**config.mk**
```make
export PLATFORM = sky130hd
export DESIGN_NAME = fft8_host_ctrl
export DESIGN_NICKNAME = d
export VERILOG_FILES = /design/src/rtl/fft8_host_ctrl.sv
export SDC_FILE = /design/constraint.sdc
export NUM_CORES = 1
export LEC_CHECK = 0
export ABC_AREA = 0
export BUFFER_PORTS_ARGS = -buffer_cell sky130_fd_sc_hd__buf_4
export CORE_UTILIZATION = 50
export CTS_BUF_LIST = sky130_fd_sc_hd__clkbuf_4 sky130_fd_sc_hd__clkbuf_8
export DETAILED_ROUTE_END_ITERATION = 8
export GPL_TIMING_DRIVEN = 0
export HOLD_SLACK_MARGIN = 0.02
export PLACE_DENSITY = 0.87
export SLEW_MARGIN = 20
export SYNTH_ARGS = -nofsm -noshare
export SYNTH_HDL_FRONTEND = slang
export SYNTH_SLANG_ARGS = --single-unit
```
**constraint.sdc**
```tcl
create_clock -name clk -period 9.3 [get_ports clk]
set_clock_uncertainty 0.2 [all_clocks]
set_input_delay 2.79 -clock clk [delete_from_list [all_inputs] [get_ports clk]]
set_output_delay 2.79 -clock clk [all_outputs]
set_load 0.02 [all_outputs]
```
**src/rtl/fft8_host_ctrl.sv**
```systemverilog
// fft8_host_ctrl
//   Host-side sequencer for an 8-point FFT core. Packs eight serial real
//   samples into fft_x0..fft_x7, strobes fft_isValid, waits (bounded) for
//   fft_resultValid, captures the 16 result words and replays them as eight
//   complex bins on a valid/ready stream. One frame in flight at a time.
//
// Ports
//   clk, rst              clock (rising edge), synchronous active-high reset
//   s_valid/s_ready/s_data   input sample stream (ready only while filling)
//   fft_isValid           one-cycle frame strobe to the core
//   fft_x0..fft_x7        frame samples, x0 = first accepted sample
//   fft_resultValid       core result strobe (honoured only while waiting)
//   fft_y0..fft_y7        real result bins
//   fft_y0_i..fft_y7_i    imaginary result bins
//   m_valid/m_ready       output bin handshake
//   m_re/m_im/m_idx       current bin value and index
//   m_last                high with bin 7
//   timeout_err           one-cycle pulse when the wait for a result expires
module fft8_host_ctrl #(
    parameter int INT_SIZE    = 8,
    parameter int FRAC_SIZE   = 8,
    parameter int TIMEOUT_CYC = 64,
    localparam int W          = INT_SIZE + FRAC_SIZE
) (
    input  logic         clk,
    input  logic         rst,
    input  logic         s_valid,
    output logic         s_ready,
    input  logic [W-1:0] s_data,
    output logic         fft_isValid,
    output logic [W-1:0] fft_x0,
    output logic [W-1:0] fft_x1,
    output logic [W-1:0] fft_x2,
    output logic [W-1:0] fft_x3,
    output logic [W-1:0] fft_x4,
    output logic [W-1:0] fft_x5,
    output logic [W-1:0] fft_x6,
    output logic [W-1:0] fft_x7,
    input  logic         fft_resultValid,
    input  logic [W-1:0] fft_y0,
    input  logic [W-1:0] fft_y1,
    input  logic [W-1:0] fft_y2,
    input  logic [W-1:0] fft_y3,
    input  logic [W-1:0] fft_y4,
    input  logic [W-1:0] fft_y5,
    input  logic [W-1:0] fft_y6,
    input  logic [W-1:0] fft_y7,
    input  logic [W-1:0] fft_y0_i,
    input  logic [W-1:0] fft_y1_i,
    input  logic [W-1:0] fft_y2_i,
    input  logic [W-1:0] fft_y3_i,
    input  logic [W-1:0] fft_y4_i,
    input  logic [W-1:0] fft_y5_i,
    input  logic [W-1:0] fft_y6_i,
    input  logic [W-1:0] fft_y7_i,
    output logic         m_valid,
    input  logic         m_ready,
    output logic [W-1:0] m_re,
    output logic [W-1:0] m_im,
    output logic [2:0]   m_idx,
    output logic         m_last,
    output logic         timeout_err
);

    localparam logic [1:0] FILL  = 2'd0;
    localparam logic [1:0] ISSUE = 2'd1;
    localparam logic [1:0] WAIT  = 2'd2;
    localparam logic [1:0] DRAIN = 2'd3;

    localparam int          TW       = $clog2(TIMEOUT_CYC) + 1;
    localparam logic [TW-1:0] WAIT_LAST = TW'(TIMEOUT_CYC - 1);

    logic [1:0]    state;
    logic [2:0]    fill_cnt;
    logic [2:0]    idx;
    logic [TW-1:0] wait_cnt;
    logic [W-1:0]  x_r    [8];
    logic [W-1:0]  cap_re [8];
    logic [W-1:0]  cap_im [8];
    logic [W-1:0]  y_re   [8];
    logic [W-1:0]  y_im   [8];

    assign y_re = '{fft_y0, fft_y1, fft_y2, fft_y3, fft_y4, fft_y5, fft_y6, fft_y7};
    assign y_im = '{fft_y0_i, fft_y1_i, fft_y2_i, fft_y3_i,
                    fft_y4_i, fft_y5_i, fft_y6_i, fft_y7_i};

    always_ff @(posedge clk) begin
        if (rst) begin
            state    <= FILL;
            fill_cnt <= '0;
            idx      <= '0;
            wait_cnt <= '0;
            for (int unsigned i = 0; i < 8; i++) begin
                x_r[i]    <= '0;
                cap_re[i] <= '0;
                cap_im[i] <= '0;
            end
        end else begin
            case (state)
                FILL: begin
                    if (s_valid) begin
                        x_r[fill_cnt] <= s_data;
                        fill_cnt      <= fill_cnt + 3'd1;
                        if (fill_cnt == 3'd7) state <= ISSUE;
                    end
                end
                ISSUE: begin
                    wait_cnt <= '0;
                    state    <= WAIT;
                end
                WAIT: begin
                    // A result arriving on the final count beats the timeout.
                    if (fft_resultValid) begin
                        cap_re <= y_re;
                        cap_im <= y_im;
                        idx    <= '0;
                        state  <= DRAIN;
                    end else if (wait_cnt == WAIT_LAST) begin
                        fill_cnt <= '0;
                        state    <= FILL;
                    end else begin
                        wait_cnt <= wait_cnt + 1'b1;
                    end
                end
                DRAIN: begin
                    if (m_ready) begin
                        idx <= idx + 3'd1;
                        if (idx == 3'd7) state <= FILL;
                    end
                end
                default: state <= FILL;
            endcase
        end
    end

    assign s_ready     = (state == FILL);
    assign fft_isValid = (state == ISSUE);
    assign m_valid     = (state == DRAIN);
    assign m_idx       = idx;
    assign m_last      = m_valid && (idx == 3'd7);
    // Bin outputs read as zero outside DRAIN so the idle/reset view is clean.
    assign m_re        = m_valid ? cap_re[idx] : '0;
    assign m_im        = m_valid ? cap_im[idx] : '0;
    assign timeout_err = (state == WAIT) && !fft_resultValid && (wait_cnt == WAIT_LAST);

    assign fft_x0 = x_r[0];
    assign fft_x1 = x_r[1];
    assign fft_x2 = x_r[2];
    assign fft_x3 = x_r[3];
    assign fft_x4 = x_r[4];
    assign fft_x5 = x_r[5];
    assign fft_x6 = x_r[6];
    assign fft_x7 = x_r[7];

endmodule
```
==> results.sh <==
export IMPL_stdcell_area_um2=21700
export IMPL_setup_violations=0
export IMPL_final_common_cell="nand2_1"
export IMPL_synth_xor_area_share_pct=0.0534
export IMPL_route_met3_wl_mm=4.36
export IMPL_antenna_found_initial=5
export IMPL_required_ps=6310
export IMPL_syn_area_um2=16400
export IMPL_clockRootBuffer="clkbuf_8"
export IMPL_clk_pin_slew_worst_paths_ps=70
export IMPL_worstPathArrival_ps=3680
export IMPL_ctsHoldBuffers=0
export IMPL_synth_fa_ha_area_share_pct=0.381
export IMPL_period_minus_slack_ps=6670
export IMPL_slew_violations=0
export IMPL_insertion_delay_ps=610
export IMPL_synth_top_area_share_pct=33.0
export IMPL_synthesis_nets=1921
export IMPL_worst_pin_slew_ps=819
export IMPL_fin_hold_ws_ps=253
export IMPL_reg2regPathDepth=5
export IMPL_placed_area_um2=20400
export IMPL_ys_top_cells_by_area="dfxtp_1, edfxtp_1, nand2_1"
export IMPL_cts_tree="built"
export IMPL_path_common_cell="buf_4"
export IMPL_cp_end_kind="primary output"
export IMPL_grt_use_total_pct=31.7
export IMPL_rrSetupSlack_ps=6750
export IMPL_synthArstFlopShare_pct=0
export IMPL_critPathSlowestCell="nor3b_2"
export IMPL_finalNetCount=2432
export IMPL_totalWireLength_mm=53.9
export IMPL_start_kind="input port"
export IMPL_fmax_mhz=150
export IMPL_synth_cell_type_count=46
export IMPL_yosysWarningCount=0
export IMPL_worstHoldPathType="reg -> reg"
export IMPL_grt_overflow_total=0
export IMPL_io_buffers=443
export IMPL_fillers=2433
export IMPL_htreeDepth=2
export IMPL_core_um2=32000
export IMPL_die_h_um=183
export IMPL_numCtsBuffers=60
export IMPL_first_pass_iters=6
export IMPL_cts_resized=0
export IMPL_synth_mux_area_share_pct=10.7
export IMPL_mostFrequentLayoutCells="nand2_1, buf_4, dfxtp_1"
export IMPL_crit_type="in -> out"
export IMPL_relSlewSlack_pct=45.4
export IMPL_drt_initial_drc_count=1211
export IMPL_area_delta_synth_final_pct=32.0
export IMPL_synth_top_family_by_area="simple AND/OR/NAND/NOR gates"
export IMPL_avgRoutedWirePerCell_um=20.4
export IMPL_rows=65
export IMPL_hold_viol_final=0
export IMPL_ys_ff_latch=399
export IMPL_num_io_pins=445
export IMPL_vias_per_cell=5.44
export IMPL_cp_max_fo=5
export IMPL_synth_compound_area_share_pct=9.05
export IMPL_crit_end="timeout_err"
export IMPL_syn_area_per_cell_um2=10.0
export IMPL_ys_flop_type="dfxtp_1"
export IMPL_route_top_layer_used="met4"
export IMPL_p_leak_nw=8.26
export IMPL_rsz0062_at_grt="false"
export IMPL_route_met2_wl_mm=26.9
export IMPL_cts_setup_buffers=0
export IMPL_reg2reg_from="state[1]"
export IMPL_startpoint="fft_resultValid"
export IMPL_gp_congestion=0.973
export IMPL_seq_area_frac_synth_pct=56.5
export IMPL_tns_ps=0
export IMPL_p_total_w=0.00358
export IMPL_grt_pass1_wl_mm=80.3
export IMPL_clock_sink_count=399
export IMPL_dieWidth_um=183
export IMPL_grt_pass1_vias=14394
export IMPL_yosys_area_top_type="dfxtp_1"
export IMPL_status="finished, final reports clean"
export IMPL_drive_gt1_share_pct=32.7
export IMPL_synth_edf_count=128
export IMPL_fin_util_pct=67.8
export IMPL_post_dp_hpwl_mm=41.6
export IMPL_slowest_delay_ps=320
export IMPL_power_density_nw_per_um2=165
export IMPL_vias=14350
export IMPL_detail_route_antenna_nets=0
export IMPL_peakVddDrop_mv=0.121
export IMPL_drc=0
export IMPL_synth_simple_gate_area_share_pct=19.8
export IMPL_dieArea_um2=33600
export IMPL_start_util_pct=51.4
export IMPL_maxCapViolCount=0
export IMPL_period_share_pct=71.7
export IMPL_grt_max_degree=17
export IMPL_crit_chain="buf_4 -> nor3b_2 -> nor3b_1 -> buf_4"
export IMPL_synth_cells=1639
export IMPL_clk_path_buf_depth=3
export IMPL_r2r_end="x_r[0][7]"
export IMPL_drt_met1_wl_mm=19.9
[worst max-delay path, delay by kind of cell]
kind	cells	cell delay, ps
AND/OR/NAND/NOR	2	560
buffers and inverters	2	320
[layer usage]
metal  track usage [%]  vias up
met2              56.0      814
met3              5.82      156
li1                  -     6592
met1              36.8     6788
met5                 0        -
met4              16.1        0
[synth_stat cells, types with 3 or more instances]
cell type and instances:
nand2_1 522, nand2b_1 5, a21oi_1 266, buf_6 3, nand3_1 3, mux2i_1 32
o21ai_0 8, nor3_1 3, nor2_4 6, ha_1 5, or2_2 4, and2_1 129
dfxtp_1 271, nor2_1 41, mux4_2 64, buf_2 69, buf_4 3, edfxtp_1 128
clkbuf_1 39, buf_1 5
[final cells by class]
type                       instances  area [um^2]  area share, %
sequential                       399         9270           42.8
multi-input combinational       1117         6590           30.4
timing repair buffer             449         3400           15.7
clock buffer                      87         1100           5.09
buffer                           120          572           2.64
tap                              435          544           2.51
clock inverter                    22          164          0.757
antenna                            5         12.5         0.0578
inverter                           3         11.3         0.0520
[through the flow]
step                      setup WS (ps)  instances
after floorplan                    2690       1639
after global placement             2660       2517
after detailed placement           2650       2523
after CTS                          2640       2632
after global routing               2520       2637
final                              2630       2637
[worst min-delay path by stage]
| stage | startpoint | cells after the start | endpoint |
|---|---|---|---|
| 2_1_floorplan | wait_cnt[6] | 1 | wait_cnt[6] |
| 3_3_place_gp | wait_cnt[6] | 1 | wait_cnt[6] |
| 3_5_place_dp | wait_cnt[6] | 1 | wait_cnt[6] |
| 4_1_cts | wait_cnt[6] | 1 | wait_cnt[6] |
| 5_1_grt | wait_cnt[6] | 1 | wait_cnt[6] |
| 6_report | wait_cnt[6] | 1 | wait_cnt[6] |
[state kept, by name, summed over array words and instances, names as in the netlist]
signal / cells
cap_im: 128
cap_re: 128
x_r: 128
wait_cnt: 7
fill_cnt: 3
m_idx: 3
state: 2
[cell families (layout without fill, tap and decap cells)]
family,after synthesis,in the layout
muxes,96,96
xor gates and xnor gates,1,1
and+or+nand+nor,728,728
adders and majority gates,5,5
AOI/OAI and AO/OA,287,287
other,0,5
DFF,399,399
buffers and inverters,123,681
[where the power goes]
| group | internal (W) | switching, W |
|---|---|---|
| clock network | 0.000817 | 0.000686 |
| registers | 0.00182 | 0.0000109 |
| logic | 0.000118 | 0.000126 |
Note: power is estimated with default switching activity, not from simulation.
